`src/rtl/regfile_wb_arbiter_if.sv`:
```
// -----------------------------------------------------------------------------
// regfile_wb_arbiter_if
// Writeback request bundle for the two sources that share the register-file
// write port.
//   Port A (in-order pipeline): a_valid_i, a_addr_i, a_data_i -> a_ready_o
//   Port B (long-latency unit): b_valid_i, b_addr_i, b_data_i -> b_ready_o
// Modports:
//   slave  - the arbiter side (takes requests, returns ready)
//   master - the requester side (drives requests, observes ready)
// -----------------------------------------------------------------------------
interface regfile_wb_arbiter_if #(
  parameter int DATA_W = 32,
  parameter int ADDR_W = 5
);
  logic              a_valid_i;
  logic              a_ready_o;
  logic [ADDR_W-1:0] a_addr_i;
  logic [DATA_W-1:0] a_data_i;

  logic              b_valid_i;
  logic              b_ready_o;
  logic [ADDR_W-1:0] b_addr_i;
  logic [DATA_W-1:0] b_data_i;

  modport slave (
    input  a_valid_i, a_addr_i, a_data_i,
    input  b_valid_i, b_addr_i, b_data_i,
    output a_ready_o, b_ready_o
  );

  modport master (
    output a_valid_i, a_addr_i, a_data_i,
    output b_valid_i, b_addr_i, b_data_i,
    input  a_ready_o, b_ready_o
  );
endinterface

```
`src/rtl/regfile_wb_arbiter.sv`:
```
// -----------------------------------------------------------------------------
// regfile_wb_arbiter
// Arbitrates the single register-file write port between a priority source
// (port A) and a starvation-protected long-latency source (port B), keeps a
// pending-write scoreboard for port-B destinations, and registers the winning
// write for one cycle before it reaches the regfile.
//
// Ports:
//   clk_i, rst_i            clock (rising edge), asynchronous active-high reset
//   wb (slave modport)      port A / port B valid-ready write requests
//   rsv_i, rsv_addr_i       reserve a register for a future port-B write
//   rs1/rs2_addr_i          decode source addresses
//   rs1/rs2_busy_o          source has a pending port-B write
//   rd_wren_o/addr_o/data_o registered regfile write port
//
// Optional feature (macro REGFILE_WB_FWD_EN): adds rs1/rs2_fwd_valid_o and
// rs1/rs2_fwd_data_o, exposing the write that is in flight on the output
// stage so decode can bypass instead of stalling one more cycle.
// -----------------------------------------------------------------------------
module regfile_wb_arbiter #(
  parameter int DATA_W   = 32,
  parameter int ADDR_W   = 5,
  parameter int MAX_WAIT = 4
) (
  input  logic               clk_i,
  input  logic               rst_i,
  regfile_wb_arbiter_if.slave wb,
  input  logic               rsv_i,
  input  logic [ADDR_W-1:0]  rsv_addr_i,
  input  logic [ADDR_W-1:0]  rs1_addr_i,
  input  logic [ADDR_W-1:0]  rs2_addr_i,
  output logic               rs1_busy_o,
  output logic               rs2_busy_o,
`ifdef REGFILE_WB_FWD_EN
  output logic               rs1_fwd_valid_o,
  output logic [DATA_W-1:0]  rs1_fwd_data_o,
  output logic               rs2_fwd_valid_o,
  output logic [DATA_W-1:0]  rs2_fwd_data_o,
`endif
  output logic               rd_wren_o,
  output logic [ADDR_W-1:0]  rd_addr_o,
  output logic [DATA_W-1:0]  rd_data_o
);

  localparam int NREG = 2 ** ADDR_W;

  typedef enum logic {A_PRIO, B_FORCED} state_t;

  state_t      state_reg, state_next;
  logic [3:0]  wait_cnt_reg, wait_cnt_next;
  logic        a_ready, b_ready;
  logic        a_hs, b_hs;

  logic [NREG-1:0] mask_reg;
  logic [NREG-1:0] set_vec, clr_vec;

  // ---------------------------------------------------------------------------
  // Arbitration FSM
  // ---------------------------------------------------------------------------
  always_ff @(posedge clk_i or posedge rst_i) begin
    if (rst_i) begin
      state_reg    <= A_PRIO;
      wait_cnt_reg <= '0;
    end else begin
      state_reg    <= state_next;
      wait_cnt_reg <= wait_cnt_next;
    end
  end

  always_comb begin
    state_next    = state_reg;
    wait_cnt_next = wait_cnt_reg;
    a_ready       = 1'b1;
    b_ready       = 1'b1;
    case (state_reg)
      A_PRIO: begin
        b_ready = !wb.a_valid_i;
        if (!wb.b_valid_i || b_ready) begin
          wait_cnt_next = '0;
        end else begin
          // B was refused this cycle; the edge that brings the count to
          // MAX_WAIT also flips the grant so the next cycle belongs to B.
          wait_cnt_next = wait_cnt_reg + 4'd1;
          if (wait_cnt_next == 4'(MAX_WAIT)) begin
            state_next = B_FORCED;
          end
        end
      end
      B_FORCED: begin
        a_ready = 1'b0;
        // B is always ready here, so either it handshakes or it has
        // withdrawn; both return control to A.
        state_next    = A_PRIO;
        wait_cnt_next = '0;
      end
      default: begin
        state_next    = A_PRIO;
        wait_cnt_next = '0;
      end
    endcase
  end

  assign wb.a_ready_o = a_ready;
  assign wb.b_ready_o = b_ready;

  // Grants are mutually exclusive: A_PRIO gates B on A, B_FORCED blocks A.
  assign a_hs = wb.a_valid_i && a_ready;
  assign b_hs = wb.b_valid_i && b_ready;

  // ---------------------------------------------------------------------------
  // Registered write stage
  // ---------------------------------------------------------------------------
  always_ff @(posedge clk_i or posedge rst_i) begin
    if (rst_i) begin
      rd_wren_o <= 1'b0;
      rd_addr_o <= '0;
      rd_data_o <= '0;
    end else if (a_hs) begin
      rd_wren_o <= (wb.a_addr_i != '0);
      rd_addr_o <= wb.a_addr_i;
      rd_data_o <= wb.a_data_i;
    end else if (b_hs) begin
      rd_wren_o <= (wb.b_addr_i != '0);
      rd_addr_o <= wb.b_addr_i;
      rd_data_o <= wb.b_data_i;
    end else begin
      rd_wren_o <= 1'b0;
    end
  end

  // ---------------------------------------------------------------------------
  // Pending-write scoreboard (bit 0 never set: x0 is never pending)
  // ---------------------------------------------------------------------------
  generate
    for (genvar gi = 0; gi < NREG; gi++) begin : g_mask
      if (gi == 0) begin : g_zero
        assign set_vec[gi] = 1'b0;
        assign clr_vec[gi] = 1'b0;
      end else begin : g_bit
        assign set_vec[gi] = rsv_i && (rsv_addr_i == ADDR_W'(gi));
        assign clr_vec[gi] = b_hs && (wb.b_addr_i == ADDR_W'(gi));
      end
    end
  endgenerate

  // Set is applied after clear so a same-cycle reserve wins.
  always_ff @(posedge clk_i or posedge rst_i) begin
    if (rst_i) begin
      mask_reg <= '0;
    end else begin
      mask_reg <= (mask_reg & ~clr_vec) | set_vec;
    end
  end

  assign rs1_busy_o = mask_reg[rs1_addr_i];
  assign rs2_busy_o = mask_reg[rs2_addr_i];

`ifdef REGFILE_WB_FWD_EN
  assign rs1_fwd_valid_o = rd_wren_o && (rd_addr_o == rs1_addr_i) && (rs1_addr_i != '0);
  assign rs2_fwd_valid_o = rd_wren_o && (rd_addr_o == rs2_addr_i) && (rs2_addr_i != '0);
  assign rs1_fwd_data_o  = rd_data_o;
  assign rs2_fwd_data_o  = rd_data_o;
`endif

endmodule

```
`src/flat_wrapper.sv`:
```
// flat-port wrapper written by rule: the top's interface ports become plain ports
module regfile_wb_arbiter_flat 
#(
  parameter int DATA_W   = 32,
  parameter int ADDR_W   = 5,
  parameter int MAX_WAIT = 4
)
  (clk_i, rst_i, rsv_i, rsv_addr_i, rs1_addr_i, rs2_addr_i, rs1_busy_o, rs2_busy_o, rd_wren_o, rd_addr_o, rd_data_o, wb_a_valid_i, wb_a_addr_i, wb_a_data_i, wb_b_valid_i, wb_b_addr_i, wb_b_data_i, wb_a_ready_o, wb_b_ready_o);
  regfile_wb_arbiter_if #(.DATA_W(DATA_W), .ADDR_W(ADDR_W)) wb_i ();
  input  logic clk_i;
  input  logic rst_i;
  input  logic rsv_i;
  input  logic [ADDR_W-1:0] rsv_addr_i;
  input  logic [ADDR_W-1:0] rs1_addr_i;
  input  logic [ADDR_W-1:0] rs2_addr_i;
  output logic rs1_busy_o;
  output logic rs2_busy_o;
  output logic rd_wren_o;
  output logic [ADDR_W-1:0] rd_addr_o;
  output logic [DATA_W-1:0] rd_data_o;
  input wire logic [$bits(wb_i.a_valid_i)-1:0] wb_a_valid_i;
  input wire logic [$bits(wb_i.a_addr_i)-1:0] wb_a_addr_i;
  input wire logic [$bits(wb_i.a_data_i)-1:0] wb_a_data_i;
  input wire logic [$bits(wb_i.b_valid_i)-1:0] wb_b_valid_i;
  input wire logic [$bits(wb_i.b_addr_i)-1:0] wb_b_addr_i;
  input wire logic [$bits(wb_i.b_data_i)-1:0] wb_b_data_i;
  output wire logic [$bits(wb_i.a_ready_o)-1:0] wb_a_ready_o;
  output wire logic [$bits(wb_i.b_ready_o)-1:0] wb_b_ready_o;
  assign wb_i.a_valid_i = wb_a_valid_i;
  assign wb_i.a_addr_i = wb_a_addr_i;
  assign wb_i.a_data_i = wb_a_data_i;
  assign wb_i.b_valid_i = wb_b_valid_i;
  assign wb_i.b_addr_i = wb_b_addr_i;
  assign wb_i.b_data_i = wb_b_data_i;
  assign wb_a_ready_o = wb_i.a_ready_o;
  assign wb_b_ready_o = wb_i.b_ready_o;
  regfile_wb_arbiter #(.DATA_W(DATA_W), .ADDR_W(ADDR_W), .MAX_WAIT(MAX_WAIT)) u_core (.clk_i(clk_i), .rst_i(rst_i), .wb(wb_i), .rsv_i(rsv_i), .rsv_addr_i(rsv_addr_i), .rs1_addr_i(rs1_addr_i), .rs2_addr_i(rs2_addr_i), .rs1_busy_o(rs1_busy_o), .rs2_busy_o(rs2_busy_o), .rd_wren_o(rd_wren_o), .rd_addr_o(rd_addr_o), .rd_data_o(rd_data_o));
endmodule
```
`config.mk`:
```
export PLATFORM = sky130hd
export DESIGN_NAME = regfile_wb_arbiter_flat
export DESIGN_NICKNAME = d
export VERILOG_FILES = /design/src/rtl/regfile_wb_arbiter_if.sv /design/src/rtl/regfile_wb_arbiter.sv /design/src/flat_wrapper.sv
export SDC_FILE = /design/constraint.sdc
export NUM_CORES = 1
export LEC_CHECK = 0
export ABC_AREA = 1
export BUFFER_PORTS_ARGS = -buffer_cell sky130_fd_sc_hd__buf_2
export CAP_MARGIN = 20
export CORE_MARGIN = 2
export CORE_UTILIZATION = 40
export DETAILED_ROUTE_END_ITERATION = 8
export PLACE_DENSITY = 0.66
export SYNTH_ARGS = -nofsm -noshare
export SYNTH_HDL_FRONTEND = slang
export SYNTH_SLANG_ARGS = --single-unit
```
`constraint.sdc`:
```
create_clock -name clk_i -period 2.5 [get_ports clk_i]
set_input_delay 0.375 -clock clk_i [delete_from_list [all_inputs] [get_ports clk_i]]
set_output_delay 0.375 -clock clk_i [all_outputs]
set_load 0.05 [all_outputs]
```
==> results.toml, run 1 <==
[clock_tree]
clock_sinks = 74
cts_max_level = 3
worstSkewPairLatency_ns = 0.34
cts-hold-fix-buffers = 0
cts_inserted_buffers = 9
clockRootBuffer = "clkbuf_8"
post_cts_buffers = 0
clk_pin_slew_ns = 0.08
cts_repair_resize_count = 0
cts_tree = "yes"
ctsLongestPathBuffers = 2

[route]
via_per_inst = 5.10
wire_per_inst_um = 15.0
dr.pass1.iters = 4
vias = 4093
drtIter0Drc = 142
final_antenna_net_count = 0
drcViolationCount = 0
wirelength_um = 12000

[grt]
track_usage_pct = 23.9
antenna_found_initial = 0
globalRouteOverflowTotal = 0
grt_pass1_vias = 3967
grt_max_degree = 39
grt_first_pass_wirelength_um = 19400

[cells_and_area]
syn_to_final_growth_pct = 23.1
seqCellArea_um2 = 1850
diodes = 0
largest_reg_flops = 32
fillCellCount = 1006
multi_input_area_um2 = 1810
fin_nets = 760
drive_above_1_share_pct = 26.1

[setup_path]
slowest_stage = "buf_2"
cp_cell_sequence = "buf_2 > inv_2 > nand2_1 > nand3_1 > nand3_1 > nand2_1 > nand2_1 > nand2_1 > nand2_1 > nand2_1 > buf_2"
critPathLaunch = "rs2_addr_i[0]"
setup.worst_path.end_class = "output port"
cp_slowest_stage_delay_ns = 0.25
start_kind = "input port"
cp_max_fo = 17
arrival_ns = 1.57
worstPathRequired_ns = 2.12
path_class = "input port to output port"
timing.rr.start = "u_core.state_reg"
critPathMostFrequentCell = "nand2_1"

[min_path]
hp-class = "input port to async pin"

[power]
total_power_mw = 3.28
power_density_nw_per_um2 = 674
ir_drop_mv = 0.333
p_leak_nw = 2.52

[timing]
setup_viol = 0
tns_ns = 0
slew_headroom_pct = 61.9
clock_skew_ns = 0.00530
hold_viol = 0
slew_viol_final = 0
finalCriticalPeriod_ns = 1.95
timing.fmax_ghz = 0.514
rsz0062_at_grt = "false"
final.period_utilization_pct = 77.8
worstMarginPinSlew_ns = 0.569

[synth]
yosysMostFrequentCell = "nand2_1"
syn_inst = 538
yosys_most_used_dff = "dfrtp_1"
synthArstFlopShare_pct = 100
synth_compound_area_share_pct = 9.88
synth_xor_area_share_pct = 0.443
synth_top_area_share_pct = 46.9
syn_area_per_cell_um2 = 7.34
yosysWarnings = 0
synth_top_family_by_area = "simple AND/OR/NAND/NOR gates"
netlist_area_um2 = 3950
synth.top_cells.by_area = "dfrtp_1, nand2_1, nand3_1"
ys_types = 24
synthAdderAreaFrac_pct = 0.317
synthTopCellsByCount = "nand2_1, nand3_1, dfrtp_1"
synth-edff-count = 0
synthMuxAreaShare_pct = 0
synth_seq_cells = 74
synth_seq_area_share_pct = 46.9
synthSimpleGateAreaFrac_pct = 35.2
synth_area_leader_cell = "dfrtp_1"
synth_nets = 633

[placement]
dp_hpwl_um = 9200
numPortBuffers = 135
place.gp.congestion = 0.926

[run]
maxCapViolCount = 0

[die]
initial_core_util_pct = 40.8
die_area_um2 = 10700
rows = 36
io-pin-count = 136
die_h_um = 103
die_w_um = 103
core-area_um2 = 9680

[outcome]
run_status = "finished clean"
## routing by layer
layer	global-route usage (%)	part of all wire [%]
met2	38.1	47
met1	30.9	42
met4	11.7	3.2
met3	5.44	7.4
met5	0	0
## worst max-delay path: cells and delay by family
kind                   cells  cell delay (ns)
and+or+nand+nor            8             0.53
buffers and inverters      3             0.67
## placed cells by master, fill, tap and decap left out
cell / n
clkinv_4: 1
o21ai_2: 10
buf_12: 1
buf_4: 2
or2_4: 1
o21ai_1: 10
nand2_2: 1
o211ai_1: 3
or2_1: 1
xnor2_1: 2
nand2_1: 227
nand2_4: 2
inv_1: 30
inv_2: 5
nor2_1: 16
inv_4: 1
dfrtp_1: 74
a22oi_1: 2
ha_1: 1
nand3_1: 84
o21ai_0: 43
buf_2: 135
clkbuf_8: 11
nor4_1: 2
clkinv_2: 5
## final timing paths
path,endpoint,slack [ns],depth (start not counted)
min in group clk_i,u_core.rd_data_o[25],0.24,3
hold / removal,u_core.rd_addr_o[0],0.03,2
max in group asynchronous,u_core.rd_data_o[15],1.87,3
setup reg to reg,u_core.mask_reg[31],0.88,7
setup / recovery,rs2_busy_o,0.55,11
hold reg to reg,u_core.wait_cnt_reg[0],0.47,1
## where the power goes
part	internal, mW	total, mW	switching, mW
sequential	1.38	1.56	0.185
combinational	0.272	0.874	0.602
clock	0.409	0.841	0.432
total	2.06	3.28	1.22
## logic make-up after synthesis
| family | count (synthesis) |
|---|---|
| buffers and inverters | 59 |
| adders and majority gates | 1 |
| DFF | 74 |
| and+or+nand+nor | 334 |
| AOI/OAI and AO/OA | 68 |
| xor gates and xnor gates | 2 |
## layout make-up
class / instances / share of cell area (%)
Clock inverter: 5 / 0.592
Tap cell: 133 / 3.42
Sequential cell: 74 / 38.1
Clock buffer: 11 / 3.11
Timing Repair Buffer: 138 / 14.6
Inverter: 37 / 2.93
Multi-Input combinational cell: 405 / 37.2
## stage by stage
step	cells	setup slack [ns]	hold slack [ns]	utilization, %	area, um2
4_1_cts	803	0.535	0.0228	50.2	4860
3_5_place_dp	787	0.562	0.412	48.3	4680
6_report	803	0.554	0.0273	50.2	4860
5_1_grt	803	0.342	0.0505	50.2	4860
3_3_place_gp	787	0.587	0.410	48.3	4680
2_1_floorplan	538	0.243	0.433	-	3950
Power figures use the tool's default switching activity.
==> inputs of run 2 (changes only) <==
--- a/config.mk
+++ b/config.mk
@@ -11,7 +11,7 @@
 export CORE_MARGIN = 2
 export CORE_UTILIZATION = 40
 export DETAILED_ROUTE_END_ITERATION = 8
-export PLACE_DENSITY = 0.66
+export PLACE_DENSITY = 0.69
 export SYNTH_ARGS = -nofsm -noshare
 export SYNTH_HDL_FRONTEND = slang
 export SYNTH_SLANG_ARGS = --single-unit
==> constraint.sdc (replaced) <==
create_clock -name clk_i -period 1.6 [get_ports clk_i]
set_input_delay 0.24 -clock clk_i [delete_from_list [all_inputs] [get_ports clk_i]]
set_output_delay 0.24 -clock clk_i [all_outputs]
set_load 0.05 [all_outputs]
==> run 2 against run 1 <==
Compared with the run above: the run now ends with negative setup slack left; register-to-register slack worse by 0.65 ns; sequential share of layout area is 1.6 points lower; global-route usage is 0.48 points lower; largest power group unchanged.
==> results.toml, run 2 (synthesized netlist as in run 1, its figures left out) <==
[timing]
postLayoutSetupSlackWorst_ns = -0.0969
worstMarginPinSlew_ns = 0.558
fin_hold_ws_ns = 0.0946
slew_viol_final = 0
timing.fmax_ghz = 0.589
rsz0062_at_grt = "true"
finalCriticalPeriod_ns = 1.70
hold_viol = 0
clock_skew_ns = 0.00731
final.period_utilization_pct = 106
setup_viol = 2
slew_headroom_pct = 62.7

[clock_tree]
clk_pin_slew_ns = 0.08
cts_max_level = 3
worstSkewPairLatency_ns = 0.35
cts_inserted_buffers = 9
clockRootBuffer = "clkbuf_8"
cts_tree = "yes"
clock_sinks = 74
ctsLongestPathBuffers = 2

[run]
maxCapViolCount = 0

[setup_path]
cpLargestDelayFamily = "simple AND/OR/NAND/NOR gates"
cp_max_fo = 2
cp_slowest_stage_delay_ns = 0.39
rrSetupSlack_ns = 0.23
timing.rr.start = "u_core.state_reg"
r2r-end = "u_core.state_reg"
setup.worst_path.end_class = "output port"
start_kind = "register"
critPathMostFrequentCell = "nand2_1"
worst-path-buf-inv = 2
ff2ff_path_depth = 6
arrival_ns = 1.46
path_class = "register to output port"
worstPathRequired_ns = 1.36
slowest_stage = "dfrtp_1"
cp_cell_sequence = "inv_1 > nand2_1 > nand3_1 > nand3_1 > nand3_1 > nand2_1 > nand2_1 > nand2_1 > buf_6"

[grt]
grt_max_degree = 36
antenna_found_initial = 0
globalRouteOverflowTotal = 0
grt-busiest-layer = "met2"
grt_first_pass_wirelength_um = 19200
gr-usage-met2_pct = 37.7
track_usage_pct = 23.5
use_met1_pct = 30.8
grt_pass1_vias = 3996
gr-usage-met3_pct = 5.31

[die]
core-area_um2 = 9680
io-pin-count = 136
initial_core_util_pct = 40.8
rows = 36
die_h_um = 103
die_area_um2 = 10700
die_w_um = 103

[outcome]
run_status = "finished, violations left"
violations = "negative setup slack"

[min_path]
hp-class = "input port to register"
holdPathStages = 3
min_to = "u_core.rd_data_o[24]"
hold_start = "wb_a_data_i[24]"

[cells_and_area]
fin_nets = 781
final_common_cell = "nand2_1"
stdcell_area_um2 = 5080
fin_util_pct = 52.5
drive_above_1_share_pct = 29.1
syn_to_final_growth_pct = 28.6
final_cell_mix = "nand2_1, buf_2, nand3_1, dfrtp_1, o21ai_0"
largest_reg_flops = 32
diodes = 0

[route]
drcViolationCount = 0
wire_per_inst_um = 14.4
via_per_inst = 5.04
drtIter0Drc = 279
dr.pass1.iters = 5
wirelength_um = 11900
final_antenna_net_count = 0
vias = 4156

[power]
ir_drop_mv = 0.573
power_density_nw_per_um2 = 1030
p_leak_nw = 2.63

[placement]
dp_hpwl_um = 9020
place.gp.congestion = 0.885
numPortBuffers = 135
place_ws_ns = -0.00537
placed_cell_area_um2 = 4790
[run 2: power breakdown]
part           internal (mW)  leakage [nW]  switching, mW
registers               2.15         0.898          0.248
clock network          0.639        0.0988          0.689
logic                  0.541          1.63          0.973
total                   3.33          2.63           1.91
[run 2: worst min-delay path, cell delays in order]
cell     delay (ns)
buf_2          0.07
nand2_1        0.04
nand3_1        0.07
[run 2: how the worst max path moves through the flow]
stage                                    from         end  cells after the start
after floorplan                 rs1_addr_i[0]  rs1_busy_o                     11
after global placement          rs1_addr_i[0]  rs1_busy_o                     11
after detailed placement        rs1_addr_i[0]  rs1_busy_o                     11
after CTS                 u_core.mask_reg[25]  rs1_busy_o                      9
after global routing      u_core.mask_reg[17]  rs2_busy_o                      9
final                      u_core.mask_reg[6]  rs1_busy_o                      9
[run 2: timing repair]
item	4_1_cts	5_1_grt
gates resized for setup	9	1
pin swaps	10	8
hold endpoints to repair	15	0
hold buffers	1	0
endpoints found under the setup margin	2	2
setup buffers	7	4
[run 2: final cells by class]
type                       instances  area, um2
clock buffer                      11        151
clock inverter                     5       28.8
fill                             957       4600
inverter                          37        146
multi-input combinational        405       1810
sequential                        74       1850
tap                              133        166
timing repair buffer             159        921
[run 2: per-layer routing]
| metal | part of all wire, % | wire (um) |
|---|---|---|
| met5 | 0 | 0 |
| met4 | 1.9 | 228 |
| met3 | 7.1 | 847 |
| met2 | 47 | 5600 |
| met1 | 44 | 5180 |
[run 2: metrics by stage]
stage	instances	power (mW)	TNS (ns)
6_report	824	5.24	-0.193
5_1_grt	824	5.54	-0.379
4_1_cts	820	5.21	-0.162
3_5_place_dp	796	3.82	-0.00537
3_3_place_gp	796	3.79	0
2_1_floorplan	538	3.32	0
